--- src/rtl/regbank_write_arbiter_if.sv ---
// Write-port bus between the execution-unit requesters and the register bank arbiter.
interface regbank_write_arbiter_if #(
  parameter int NREQ = 3,
  parameter int DW   = 32,
  parameter int AW   = 4
);
  logic [NREQ-1:0]    req_valid;
  logic [AW*NREQ-1:0] req_addr;
  logic [DW*NREQ-1:0] req_data;
  logic [NREQ-1:0]    req_ready;
  logic               clr_start;
  logic               clr_busy;
  logic               clr_done;
  logic               wr_en;
  logic [AW-1:0]      wr_sel;
  logic [DW-1:0]      wr_data;
  logic [2:0]         grant_id;

  modport master (
    output req_valid, req_addr, req_data, clr_start,
    input  req_ready, clr_busy, clr_done, wr_en, wr_sel, wr_data, grant_id
  );

  modport slave (
    input  req_valid, req_addr, req_data, clr_start,
    output req_ready, clr_busy, clr_done, wr_en, wr_sel, wr_data, grant_id
  );
endinterface

--- src/rtl/regbank_write_arbiter.sv ---
// Round-robin arbiter for the register bank write port, plus a zeroing sweep.
// Optional REGBANK_ZERO_REG_EN: register 0 is hard-wired zero, so grants to address 0 drop the strobe.
module regbank_write_arbiter #(
  parameter int NREQ = 3,
  parameter int DW   = 32,
  parameter int AW   = 4
) (
  input logic                    clk,
  input logic                    rst,
  regbank_write_arbiter_if.slave bus
);
  localparam int PW = (NREQ > 1) ? $clog2(NREQ) : 1;

  typedef enum logic [1:0] {S_ARB, S_CLEAR, S_DONE} state_t;

  state_t          state;
  logic [PW-1:0]   rr_ptr;
  logic [AW-1:0]   clr_cnt;
  logic            found;
  logic [PW-1:0]   gnt;
  logic [NREQ-1:0] ready;
  logic [AW-1:0]   gnt_addr;
  logic [DW-1:0]   gnt_data;

  logic            wr_en_q, clr_busy_q, clr_done_q;
  logic [AW-1:0]   wr_sel_q;
  logic [DW-1:0]   wr_data_q;
  logic [2:0]      grant_id_q;

  // First valid requester at or after rr_ptr, wrapping modulo NREQ.
  always_comb begin
    int idx;
    found = 1'b0;
    gnt   = '0;
    idx   = 0;
    for (int off = 0; off < NREQ; off++) begin
      idx = int'(rr_ptr) + off;
      if (idx >= NREQ) idx = idx - NREQ;
      if (!found && bus.req_valid[idx]) begin
        found = 1'b1;
        gnt   = PW'(idx);
      end
    end
  end

  always_comb begin
    ready = '0;
    if (state == S_ARB && !bus.clr_start && found) ready[gnt] = 1'b1;
  end

  assign gnt_addr = bus.req_addr[AW*gnt +: AW];
  assign gnt_data = bus.req_data[DW*gnt +: DW];

  always_ff @(posedge clk) begin
    if (rst) begin
      state      <= S_ARB;
      rr_ptr     <= '0;
      clr_cnt    <= '0;
      wr_en_q    <= 1'b0;
      wr_sel_q   <= '0;
      wr_data_q  <= '0;
      grant_id_q <= '0;
      clr_busy_q <= 1'b0;
      clr_done_q <= 1'b0;
    end else begin
      case (state)
        S_ARB: begin
          clr_done_q <= 1'b0;
          if (bus.clr_start) begin
            state      <= S_CLEAR;
            clr_cnt    <= '0;
            clr_busy_q <= 1'b1;
            wr_en_q    <= 1'b0;
          end else if (found) begin
`ifdef REGBANK_ZERO_REG_EN
            wr_en_q    <= (gnt_addr != '0);
`else
            wr_en_q    <= 1'b1;
`endif
            wr_sel_q   <= gnt_addr;
            wr_data_q  <= gnt_data;
            grant_id_q <= 3'(gnt);
            rr_ptr     <= (int'(gnt) == NREQ - 1) ? '0 : gnt + PW'(1);
          end else begin
            wr_en_q <= 1'b0;
          end
        end
        S_CLEAR: begin
          wr_en_q    <= 1'b1;
          wr_sel_q   <= clr_cnt;
          wr_data_q  <= '0;
          grant_id_q <= '0;
          clr_cnt    <= clr_cnt + AW'(1);
          if (clr_cnt == '1) begin
            state      <= S_DONE;
            clr_busy_q <= 1'b0;
            clr_done_q <= 1'b1;
          end
        end
        S_DONE: begin
          wr_en_q    <= 1'b0;
          clr_done_q <= 1'b0;
          state      <= S_ARB;
        end
        default: state <= S_ARB;
      endcase
    end
  end

  assign bus.req_ready = ready;
  assign bus.wr_en     = wr_en_q;
  assign bus.wr_sel    = wr_sel_q;
  assign bus.wr_data   = wr_data_q;
  assign bus.grant_id  = grant_id_q;
  assign bus.clr_busy  = clr_busy_q;
  assign bus.clr_done  = clr_done_q;
endmodule

--- src/flat_wrapper.sv ---
// flat-port wrapper written by rule: the top's interface ports become plain ports
module regbank_write_arbiter_flat 
#(
  parameter int NREQ = 3,
  parameter int DW   = 32,
  parameter int AW   = 4
)
  (clk, rst, bus_req_valid, bus_req_addr, bus_req_data, bus_clr_start, bus_req_ready, bus_clr_busy, bus_clr_done, bus_wr_en, bus_wr_sel, bus_wr_data, bus_grant_id);
  regbank_write_arbiter_if #(.NREQ(NREQ), .DW(DW), .AW(AW)) bus_i ();
  input logic clk;
  input logic rst;
  input wire logic [$bits(bus_i.req_valid)-1:0] bus_req_valid;
  input wire logic [$bits(bus_i.req_addr)-1:0] bus_req_addr;
  input wire logic [$bits(bus_i.req_data)-1:0] bus_req_data;
  input wire logic [$bits(bus_i.clr_start)-1:0] bus_clr_start;
  output wire logic [$bits(bus_i.req_ready)-1:0] bus_req_ready;
  output wire logic [$bits(bus_i.clr_busy)-1:0] bus_clr_busy;
  output wire logic [$bits(bus_i.clr_done)-1:0] bus_clr_done;
  output wire logic [$bits(bus_i.wr_en)-1:0] bus_wr_en;
  output wire logic [$bits(bus_i.wr_sel)-1:0] bus_wr_sel;
  output wire logic [$bits(bus_i.wr_data)-1:0] bus_wr_data;
  output wire logic [$bits(bus_i.grant_id)-1:0] bus_grant_id;
  assign bus_i.req_valid = bus_req_valid;
  assign bus_i.req_addr = bus_req_addr;
  assign bus_i.req_data = bus_req_data;
  assign bus_i.clr_start = bus_clr_start;
  assign bus_req_ready = bus_i.req_ready;
  assign bus_clr_busy = bus_i.clr_busy;
  assign bus_clr_done = bus_i.clr_done;
  assign bus_wr_en = bus_i.wr_en;
  assign bus_wr_sel = bus_i.wr_sel;
  assign bus_wr_data = bus_i.wr_data;
  assign bus_grant_id = bus_i.grant_id;
  regbank_write_arbiter #(.NREQ(NREQ), .DW(DW), .AW(AW)) u_core (.clk(clk), .rst(rst), .bus(bus_i));
endmodule
--- config.mk ---
export PLATFORM = sky130hd
export DESIGN_NAME = regbank_write_arbiter_flat
export DESIGN_NICKNAME = d
export VERILOG_FILES = /design/src/rtl/regbank_write_arbiter_if.sv /design/src/rtl/regbank_write_arbiter.sv /design/src/flat_wrapper.sv
export SDC_FILE = /design/constraint.sdc
export NUM_CORES = 1
export LEC_CHECK = 0
export BUFFER_PORTS_ARGS = -buffer_cell sky130_fd_sc_hd__buf_2
export CORE_ASPECT_RATIO = 1.4
export CORE_MARGIN = 2
export CORE_UTILIZATION = 40
export CTS_CLUSTER_DIAMETER = 30
export DETAILED_ROUTE_END_ITERATION = 7
export PLACE_DENSITY = 0.86
export RECOVER_POWER = 25
export REMOVE_ABC_BUFFERS = 1
export SLEW_MARGIN = 20
export SYNTH_ARGS = -nofsm -noshare
export SYNTH_HDL_FRONTEND = slang
export SYNTH_SLANG_ARGS = --single-unit
--- constraint.sdc ---
create_clock -name clk -period 4.4 [get_ports clk]
set_input_delay 1.32 -clock clk [delete_from_list [all_inputs] [get_ports clk]]
set_output_delay 1.32 -clock clk [all_outputs]
set_load 0.005 [all_outputs]
==> qor.csv <==
metric,value,unit
tightest_slew,0.863,ns
yosysTopAreaCell,dfxtp_1,
fp.dieW,75.0,um
swShare,0.354,
drive_above_1_share,0.335,
arrival,2.62,ns
path_max_fanout,13,
crit_slowest_cell,a31o_2,
r2r_slack,1.32,ns
crit_required,3.08,ns
finalCritPeriodShare,0.896,
cts_hold_buf,0,
place.gp.congestion,0.823,
ir_worst_vdd,0.242,mV
ys_ff_latch,49,
grt_util_all_layers,0.207,
rows,36,
grt_max_degree,71,
cts.clk_slew.worst_paths,0.08,ns
synthTopCellsByArea,"dfxtp_1 35%, o21ai_0 11%, o2bb2ai_1 9.9%",
multi_input_area,1570,um2
yosysWarnings,0,
start_util,0.409,
crit_top_cell,buf_2,
ant_nets,0,
setup_tns,0,ns
synthDistinctLibCells,45,
fin_util,0.543,
p_leak,1.75,nW
p_total,1.31,mW
io_pins,159,
synth-edff-count,0,
postSynthCellCount,363,
timing.max_cap.violations,0,
wl_per_cell,13.5,um
cts_tree,done,
finalSetupViolCount,0,
hold_class,reg2reg,
ys_top_cells_by_count,"63 x o21ai_0, 49 x dfxtp_1, 44 x a21oi_1, 40 x inv_1, 32 x o2bb2ai_1",
die_y,103,um
hold_viol_final,0,
yosysMostFrequentCell,o21ai_0,
cts.sinks,49,
clkLatencyLatePin,0.30,ns
cts_resized,0,
power.share.clock,0.221,
fillCellCount,637,
setup_slack,0.458,ns
vias_per_cell,5.23,
rsz0062_at_grt,no,
drc,0,
p_int,844,uW
nets,622,
grt-ovfl-total,0,
pwr_density_cell,349,nW/um2
core_area,6890,um2
power.switching,463,uW
root_buffer,clkbuf_8,
cts_buffers,5,
post-cts-setup-buffers,0,
crit_chain,buf_2 > a22oi_1 > o22a_2 > a31o_2 > nor2_1 > and2_1 > buf_2,
yosys.area.top_type_share,0.348,
clock_skew,0.00819,ns
maxSlewHeadroom,0.425,
avgSynthCellArea,7.77,um2
async_flop_share,0,
h-tree-depth,2,
syn_to_final_growth,32.7,%
slowest_delay,0.34,ns
grt_pass1_vias,2941,
fmax,254,MHz
post-route-min-period,3.94,ns
route.vias.total,3119,
synth-main-ff-cell,dfxtp_1,
netlist_area,2820,um2
instances_no_fill,596,
die-area,7740,um2
hpwl,5940,um
critical_path_class,in2out,
regArea,981,um2
diodes,0,
clockBufferDepth,2,
dp_slack,0.483,ns
start_kind,input port,
ys_seq_area_frac,0.348,
port-buffer-count,157,
outcome,completed,
end_kind,primary output,
final_max_slew_viol_count,0,
drt_iter0_markers,120,
grt_pass1_wl,12600,um
dr.pass1.iters,4,
pwr-share-seq,0.407,
p_comb_frac,0.372,
antenna_found_initial,1,
routed_wl,8040,um
place_inst,588,
==> registers in the layout, indices dropped and copies added, names as in the netlist <==
signal	count
u_core.bus.grant_id	2
u_core.rr_ptr	2
u_core.state	2
u_core.bus.wr_sel	4
u_core.bus.wr_data	32
u_core.bus.clr_done	1
u_core.bus.clr_busy	1
u_core.clr_cnt	4
u_core.bus.wr_en	1
==> metal layers <==
metal | up-vias | part of all wire | GRT usage
li1 | 1574 | - | -
met1 | 1416 | 0.39 | 0.223
met2 | 115 | 0.53 | 0.391
met3 | 12 | 0.061 | 0.0359
met4 | 2 | 0.012 | 0.0810
met5 | - | 0.0021 | 0
==> cells in the final DEF (no fill, tap or decap), types with 2 or more instances in the layout <==
master     netlist  final
buf_2            4    148
buf_4            5      3
a21oi_1         44     44
o2bb2ai_1       32     32
a22oi_1          2      2
or3_1            2      2
clkbuf_1        22      9
mux2i_1          3      3
nor2b_1          2      2
nand2b_1         2      2
inv_1           40     40
dfxtp_1         49     49
a31o_2           2      2
nor2_1          16     15
clkbuf_8         0      7
nor3_1           8      8
o211ai_1         3      3
ha_1             8      8
mux2_1           4      4
a221oi_1         4      4
nand3_1          3      3
a211oi_1         8      8
o21ai_1          5      5
o21ai_0         63     63
nand2_1         10     10
==> path summary, 6_finish.rpt <==
kind / endpoint / from / cells past startpoint
min: u_core.bus.wr_data[31] / u_core.bus.wr_data[31] / 1
min reg2reg: u_core.bus.wr_data[31] / u_core.bus.wr_data[31] / 1
max reg2reg: u_core.bus.wr_sel[1] / u_core.rr_ptr[0] / 9
max: bus_req_ready[0] / bus_req_valid[1] / 7
==> cells by family (layout without fill, tap and decap cells) <==
kind of cell | Yosys count | in the layout | share of synthesized area
mux | 8 | 8 | 0.0306
flops | 49 | 49 | 0.348
fa+ha+maj | 8 | 8 | 0.0355
buf+inv | 71 | 209 | 0.103
xor+xnor | 1 | 1 | 0.00311
other cells | 1 | 1 | 0.00133
compound gates | 174 | 174 | 0.390
simple gates | 51 | 51 | 0.0883
==> critical path, delay by kind of cell <==
family | cells | cell delay, ns
buffers and inverters | 2 | 0.25
AO/OA/AOI/OAI | 3 | 0.80
AND/OR/NAND/NOR | 2 | 0.25
==> area by class of cell <==
| cell class | count | area share |
|---|---|---|
| Clock buffer | 7 | 0.0258 |
| Clock inverter | 1 | 0.00134 |
| Inverter | 40 | 0.0401 |
| Multi-Input combinational cell | 243 | 0.420 |
| Sequential cell | 49 | 0.262 |
| Tap cell | 95 | 0.0318 |
| Timing Repair Buffer | 161 | 0.218 |
==> metrics by stage <==
step | hold WS [ns] | instance area (um2)
6_report | 0.462 | 3740
3_3_place_gp | 0.441 | 3650
4_1_cts | 0.468 | 3750
5_1_grt | 0.492 | 3740
3_5_place_dp | 0.442 | 3650
2_1_floorplan | 0.456 | 2680
==> power by group through the flow <==
stage                     logic, mW  clock network, mW  registers, mW
after detailed placement      0.491                  0          0.541
final                         0.486              0.289          0.532
after floorplan               0.287                  0          0.543
after CTS                     0.492              0.300          0.531
after global placement        0.473                  0          0.539
after global routing          0.553              0.318          0.539
No activity file was read; power rests on OpenSTA's default activity.
